[src/rtl/bconv_pkg.sv]
// bconv_pkg: constants shared by the binary/ternary activation packer.
//   WIDTH_D   : width of one activation code
//   CODE_*    : code values (zero, positive, negative)
//   BACT_LAT  : cycles from an input beat/sync to the matching output
package bconv_pkg;

  localparam int unsigned WIDTH_D = 2;

  localparam logic [WIDTH_D-1:0] CODE_ZERO = 2'b00;
  localparam logic [WIDTH_D-1:0] CODE_POS  = 2'b01;
  localparam logic [WIDTH_D-1:0] CODE_NEG  = 2'b11;

  localparam int unsigned BACT_LAT = 3;

endpackage

[src/rtl/bact_pack_shift.sv]
// bact_pack_shift: packs PACK codes of WIDTH_D bits into one output word,
// oldest code in the LSBs. A flush request with a partial word pending
// emits that word padded with CODE_ZERO and sets the sticky error flag.
// Ports:
//   i_sclk, i_rst : clock, synchronous active-high reset
//   i_clr         : clears the sticky error (frame start)
//   i_valid,i_code: incoming code and qualifier
//   i_flush       : channel/row boundary aligned with i_code
//   o_valid       : one-cycle word strobe
//   o_tdata       : packed word, held between strobes
//   o_err         : sticky framing error
module bact_pack_shift #(
  parameter int unsigned WIDTH_D = 2,
  parameter int unsigned PACK    = 4
) (
  input  logic                    i_sclk,
  input  logic                    i_rst,
  input  logic                    i_clr,
  input  logic                    i_valid,
  input  logic [WIDTH_D-1:0]      i_code,
  input  logic                    i_flush,
  output logic                    o_valid,
  output logic [WIDTH_D*PACK-1:0] o_tdata,
  output logic                    o_err
);
  import bconv_pkg::*;

  localparam int unsigned WW = WIDTH_D * PACK;
  localparam int unsigned CW = (PACK > 1) ? $clog2(PACK) : 1;
  localparam logic [WIDTH_D-1:0] PAD = WIDTH_D'(CODE_ZERO);

  logic [WW-1:0] sh;
  logic [CW-1:0] cnt;
  logic [WW-1:0] shifted;

  // New codes enter at the top so the first code ends up in the LSBs.
  always_comb begin
    shifted = {i_code, sh[WW-1:WIDTH_D]};
  end

  always_ff @(posedge i_sclk) begin
    if (i_rst) begin
      sh      <= '0;
      cnt     <= '0;
      o_valid <= 1'b0;
      o_tdata <= '0;
      o_err   <= 1'b0;
    end else begin
      o_valid <= 1'b0;
      if (i_clr) o_err <= 1'b0;
      if (i_flush && (cnt != '0)) begin
        // Partial codes sit in the top cnt slots; shifting down pads zeros.
        o_tdata <= sh >> (WIDTH_D * (PACK - int'(cnt)));
        o_valid <= 1'b1;
        o_err   <= 1'b1;
        if (i_valid) begin
          sh  <= {i_code, {(PACK-1){PAD}}};
          cnt <= CW'(1);
        end else begin
          sh  <= '0;
          cnt <= '0;
        end
      end else if (i_valid) begin
        if (cnt == CW'(PACK - 1)) begin
          o_tdata <= shifted;
          o_valid <= 1'b1;
          sh      <= '0;
          cnt     <= '0;
        end else begin
          sh  <= shifted;
          cnt <= cnt + 1'b1;
        end
      end
    end
  end

endmodule

[src/rtl/bact_pack.sv]
// bact_pack: thresholds signed activations per channel into 2-bit codes and
// packs PACK codes per output word. Syncs are delayed to stay aligned.
// Ports:
//   i_sclk, i_rst          : clock, synchronous active-high reset
//   i_vsync/i_hsync/i_reuse: frame, row, channel start pulses
//   i_valid, i_tdata       : signed activation beat
//   i_thr_vld, i_thr       : threshold table write
//   o_vsync/o_hsync/o_reuse: syncs delayed BACT_LAT cycles
//   o_valid, o_tdata       : packed word strobe and data
//   o_err                  : sticky framing error (partial word flushed)
// Build option: define BACT_TERNARY_EN for ternary codes (01 / 11 / 00).
module bact_pack #(
  parameter int          WIDTH_I = 27,
  parameter int unsigned WIDTH_D = 2,
  parameter int unsigned PACK    = 4,
  parameter int unsigned CHANNEL = 64,
  parameter int unsigned SIZE    = 56
) (
  input  logic                      i_sclk,
  input  logic                      i_rst,
  input  logic                      i_vsync,
  input  logic                      i_hsync,
  input  logic                      i_reuse,
  input  logic                      i_valid,
  input  logic [WIDTH_I-1:0]        i_tdata,
  input  logic                      i_thr_vld,
  input  logic [WIDTH_I-1:0]        i_thr,
  output logic                      o_vsync,
  output logic                      o_hsync,
  output logic                      o_reuse,
  output logic                      o_valid,
  output logic [WIDTH_D*PACK-1:0]   o_tdata,
  output logic                      o_err
);
  import bconv_pkg::*;

  localparam int unsigned CHW = (CHANNEL > 1) ? $clog2(CHANNEL) : 1;

  if ((SIZE % PACK) != 0) begin : g_size_check
    $error("bact_pack: SIZE must be a multiple of PACK");
  end

  logic [WIDTH_I-1:0] thr [CHANNEL];
  logic [CHW-1:0]     wr_ptr;
  logic [CHW-1:0]     wr_addr;
  logic [CHW-1:0]     ch;

  logic signed [WIDTH_I-1:0] s1_data;
  logic signed [WIDTH_I-1:0] s1_thr;
  logic                      s1_valid;
  logic [WIDTH_D-1:0]        s2_code;
  logic                      s2_valid;
  logic [WIDTH_D-1:0]        code;

  logic [BACT_LAT-1:0] hs_d;
  logic [BACT_LAT-1:0] ru_d;
  logic [BACT_LAT-1:0] vs_d;

  // A write coinciding with frame start lands in entry 0.
  assign wr_addr = i_vsync ? '0 : wr_ptr;

  always_ff @(posedge i_sclk) begin
    if (i_thr_vld && !i_rst) thr[wr_addr] <= i_thr;
  end

  always_comb begin
    logic signed [WIDTH_I:0] data_x;
    logic signed [WIDTH_I:0] thr_x;
    data_x = {s1_data[WIDTH_I-1], s1_data};
    thr_x  = {s1_thr[WIDTH_I-1], s1_thr};
    code   = WIDTH_D'(CODE_ZERO);
    if (data_x >= thr_x) begin
      code = WIDTH_D'(CODE_POS);
    end
`ifdef BACT_TERNARY_EN
    else if (data_x <= -thr_x) begin
      code = WIDTH_D'(CODE_NEG);
    end
`endif
  end

  always_ff @(posedge i_sclk) begin
    if (i_rst) begin
      wr_ptr   <= '0;
      ch       <= '0;
      s1_data  <= '0;
      s1_thr   <= '0;
      s1_valid <= 1'b0;
      s2_code  <= '0;
      s2_valid <= 1'b0;
      hs_d     <= '0;
      ru_d     <= '0;
      vs_d     <= '0;
    end else begin
      if (i_vsync)
        wr_ptr <= '0;
      else if (i_thr_vld)
        wr_ptr <= (wr_ptr == CHW'(CHANNEL - 1)) ? '0 : wr_ptr + 1'b1;

      if (i_hsync)
        ch <= '0;
      else if (i_reuse && (ch != CHW'(CHANNEL - 1)))
        ch <= ch + 1'b1;

      s1_data  <= i_tdata;
      s1_thr   <= thr[ch];
      s1_valid <= i_valid;
      s2_code  <= code;
      s2_valid <= s1_valid;

      hs_d <= {hs_d[BACT_LAT-2:0], i_hsync};
      ru_d <= {ru_d[BACT_LAT-2:0], i_reuse};
      vs_d <= {vs_d[BACT_LAT-2:0], i_vsync};
    end
  end

  assign o_hsync = hs_d[BACT_LAT-1];
  assign o_reuse = ru_d[BACT_LAT-1];
  assign o_vsync = vs_d[BACT_LAT-1];

  // Boundary taps at the stage-2 position so a flush precedes the first
  // code of the new channel.
  bact_pack_shift #(
    .WIDTH_D (WIDTH_D),
    .PACK    (PACK)
  ) u_shift (
    .i_sclk  (i_sclk),
    .i_rst   (i_rst),
    .i_clr   (i_vsync),
    .i_valid (s2_valid),
    .i_code  (s2_code),
    .i_flush (hs_d[BACT_LAT-2] | ru_d[BACT_LAT-2]),
    .o_valid (o_valid),
    .o_tdata (o_tdata),
    .o_err   (o_err)
  );

endmodule

[config.mk]
export PLATFORM = sky130hd
export DESIGN_NAME = bact_pack
export DESIGN_NICKNAME = d
export VERILOG_FILES = /design/src/rtl/bconv_pkg.sv /design/src/rtl/bact_pack_shift.sv /design/src/rtl/bact_pack.sv
export SDC_FILE = /design/constraint.sdc
export NUM_CORES = 2
export LEC_CHECK = 0
export CORE_ASPECT_RATIO = 1.75
export CORE_UTILIZATION = 50
export DETAILED_ROUTE_END_ITERATION = 16
export PLACE_DENSITY = 0.62
export SLEW_MARGIN = 20
export SYNTH_ARGS = -nofsm -noshare
export SYNTH_HDL_FRONTEND = slang
export SYNTH_SLANG_ARGS = --single-unit
[constraint.sdc]
create_clock -name i_sclk -period 7.1 [get_ports i_sclk]
set_input_delay 0.71 -clock i_sclk [delete_from_list [all_inputs] [get_ports i_sclk]]
set_output_delay 0.71 -clock i_sclk [all_outputs]
set_load 0.03 [all_outputs]
==> flow_summary.toml <==
[placement]
post-place-ws_ns = 2.782
port_buffers = 69
hpwlAfterDp_um = 108400
place_congestion = 0.9058

[timing]
period_minus_slack_ns = 3.755
clock_skew_ns = 0.02216
post-route-period-util_pct = 52.88
setup_tns_ns = 0
setup_ws_ns = 3.345
fmax_mhz = 266.3
maxSlewViolCount = 0
grt_setup_unrepaired = "false"
tightest_slew_ns = 1.150
slew_headroom_pct = 23.31
hold_viol = 0
setup_viol = 0

[final_layout]
fillerInstances = 10155
area_growth_pct = 11.44
drive_above_1_share_pct = 21.35
multi_input_area_um2 = 15030
seq_area_um2 = 53710
fin_nets = 3588

[detailed_routing]
avgRoutedWirePerCell_um = 32.75
via_count = 33537
drc = 0
antenna_left = 0
routed_via_density = 6.160
wl_um = 178300
first_iter_violations = 3877
first_pass_iters = 5

[synthesis]
synth.avg_cell_area_um2 = 20.62
synthDistinctLibCells = 59
ys_warn_count = 0
ys_ff_latch = 1818
ys.flop_type = "edfxtp_1"
synth_top_area_share_pct = 74.54
yosys-top-cells-count = "edfxtp_1 (1728), mux4_2 (349), mux2i_1 (170), nor2_1 (114), nand2_1 (110)"
yosys.cell_count.top_type = "edfxtp_1"
ys_seq_area_share_pct = 77.13
syn_area_um2 = 69610
synthCells = 3376
synth_area_leaders = "edfxtp_1 (75%), mux4_2 (11%), dfxtp_1 (2.6%)"
synth.largest_area_cell = "edfxtp_1"
synth_edf_count = 1728
ys_async_sr_fraction_pct = 0

[critical_path]
crit_chain = "buf_12 > nand2b_1 > o22ai_1 > a211oi_1 > nand2_1 > a32o_1"
critPathLaunchType = "flip-flop"
critPathCaptureType = "flip-flop"
cp_slowest_cell = "nand2b_1"
rr_startpoint = "ch[1]$_SDFFE_PP0P_"
critPathLaunch = "ch[1]$_SDFFE_PP0P_"
cp_max_fo = 116
arrival_ns = 4.42
slowest_delay_ns = 0.86
path_class = "reg2reg"
cp_data_required_time_ns = 7.77

[clock_tree]
clk-insertion-delay-late_ns = 0.80
cts-hold-fix-buffers = 0
cts_buffers = 157
cts_resized = 0
tritoncts = "yes"
cts.sinks = 1818
cts_root_buffer = "clkbuf_16"
clk_pin_slew_worst_paths_ns = 0.06
htree_levels = 4
postCtsSetupRepairBufs = 0
clk_path_buf_depth = 3

[outcome]
status = "completed"

[floorplan]
fp.dieW_um = 284.1
start_util_pct = 50.51
io_pins = 74
die_area_um2 = 140800
die_y_um = 495.6
core_area_um2 = 137800
rows = 180

[global_route]
grt_use_total_pct = 25.68
overflow = 0
antenna_found_initial = 8
grt_max_degree = 121
grt_pass1_wl_um = 253000
grt_pass1_vias = 34815

[run]
cap_viol_max_count = 0

[pwr]
vdd.ir_drop.worst_mv = 0.2548
p_leak_nw = 23.48
powerDensity_nw_per_um2 = 272.5

[worst_hold_path]
min_path_type = "reg2reg"
hold_start = "ru_d[0]$_SDFF_PP0_"
==> registers in the layout (all words and copies together) (netlist names) <==
| name | flops |
|---|---|
| ch | 6 |
| hs_d | 3 |
| ru_d | 3 |
| s1_data | 27 |
| s1_thr | 27 |
| s1_valid | 1 |
| s2_code | 1 |
| s2_valid | 1 |
| thr | 1728 |
| u_shift.cnt | 2 |
| u_shift.o_err | 1 |
| u_shift.o_tdata | 4 |
| u_shift.o_valid | 1 |
| u_shift.sh | 4 |
| vs_d | 3 |
| wr_ptr | 6 |
==> final timing paths <==
check / slack (ns) / depth (start not counted) / to
max: 3.35 / 6 / s1_thr[10]$_SDFF_PP0_
min: 0.44 / 1 / ru_d[1]$_SDFF_PP0_
max reg2reg: 3.35 / 6 / s1_thr[10]$_SDFF_PP0_
min reg2reg: 0.44 / 1 / ru_d[1]$_SDFF_PP0_
==> placed cells by master, fill, tap and decap left out, drive strengths merged, types with 5 or more instances in the layout <==
cell type	instances
nand2b	15
a31o	9
nand2	111
a22o	9
nand3	28
clkdlybuf4s50	41
buf	110
edfxtp	1728
inv	39
o21ai	16
a221oi	11
nand4	8
xnor2	5
a22oi	86
o41ai	17
dfxtp	90
clkbuf	185
mux2i	170
nor3	40
nor2b	72
mux4	350
bufinv	17
clkinv	72
nor4	10
a21oi	58
o221ai	35
o22ai	44
nor2	115
a32o	18
a211oi	37
clkinvlp	5
ha	31
==> critical path: cells and delay by family (launching register included) <==
family	cells	cell delay, ns
and+or+nand+nor	2	1.16
AOI/OAI and AO/OA	3	0.94
DFF	1	0.69
buffers and inverters	1	0.51
==> power breakdown <==
group	switching (mW)	internal [mW]
combinational	0.453	0.215
sequential	0.0289	11.8
clock	3.81	4.88
==> metal layers <==
metal	GRT usage (%)	part of all wire (%)	vias to the layer above
met5	0	0	-
met4	15.54	6.5	0
met3	3.402	5.3	310
met2	44.34	52	1276
met1	30.87	36	17762
li1	-	-	14189
==> kinds of logic after synthesis <==
group / synth area share (%)
other: 0.005387
adders and majority gates: 0.5572
xor gates and xnor gates: 0.1132
AOI/OAI and AO/OA: 3.692
buffers and inverters: 1.867
and+or+nand+nor: 2.800
muxes: 13.84
DFF: 77.13
==> per-stage QoR <==
step                      power, mW  cells  hold WS (ns)  cell area, um2  util [%]
after floorplan               12.32   3379        0.4138           69630         -
after global placement        12.67   5157        0.4275           72400     52.52
after detailed placement      12.69   5157        0.4254           72400     52.53
after CTS                     21.26   5441        0.4394           77570     56.28
after global routing          21.65   5442        0.4541           77570     56.28
final                         21.14   5444        0.4381           77580     56.29
==> layout make-up <==
class | instances | area share, %
antenna | 3 | 0.009677
clock buffer | 185 | 5.445
clock inverter | 99 | 1.224
inverter | 34 | 0.1645
multi-input combinational | 1334 | 19.37
sequential | 1818 | 69.23
tap | 1820 | 2.935
timing repair buffer | 151 | 1.622
Power figures use the tool's default switching activity.
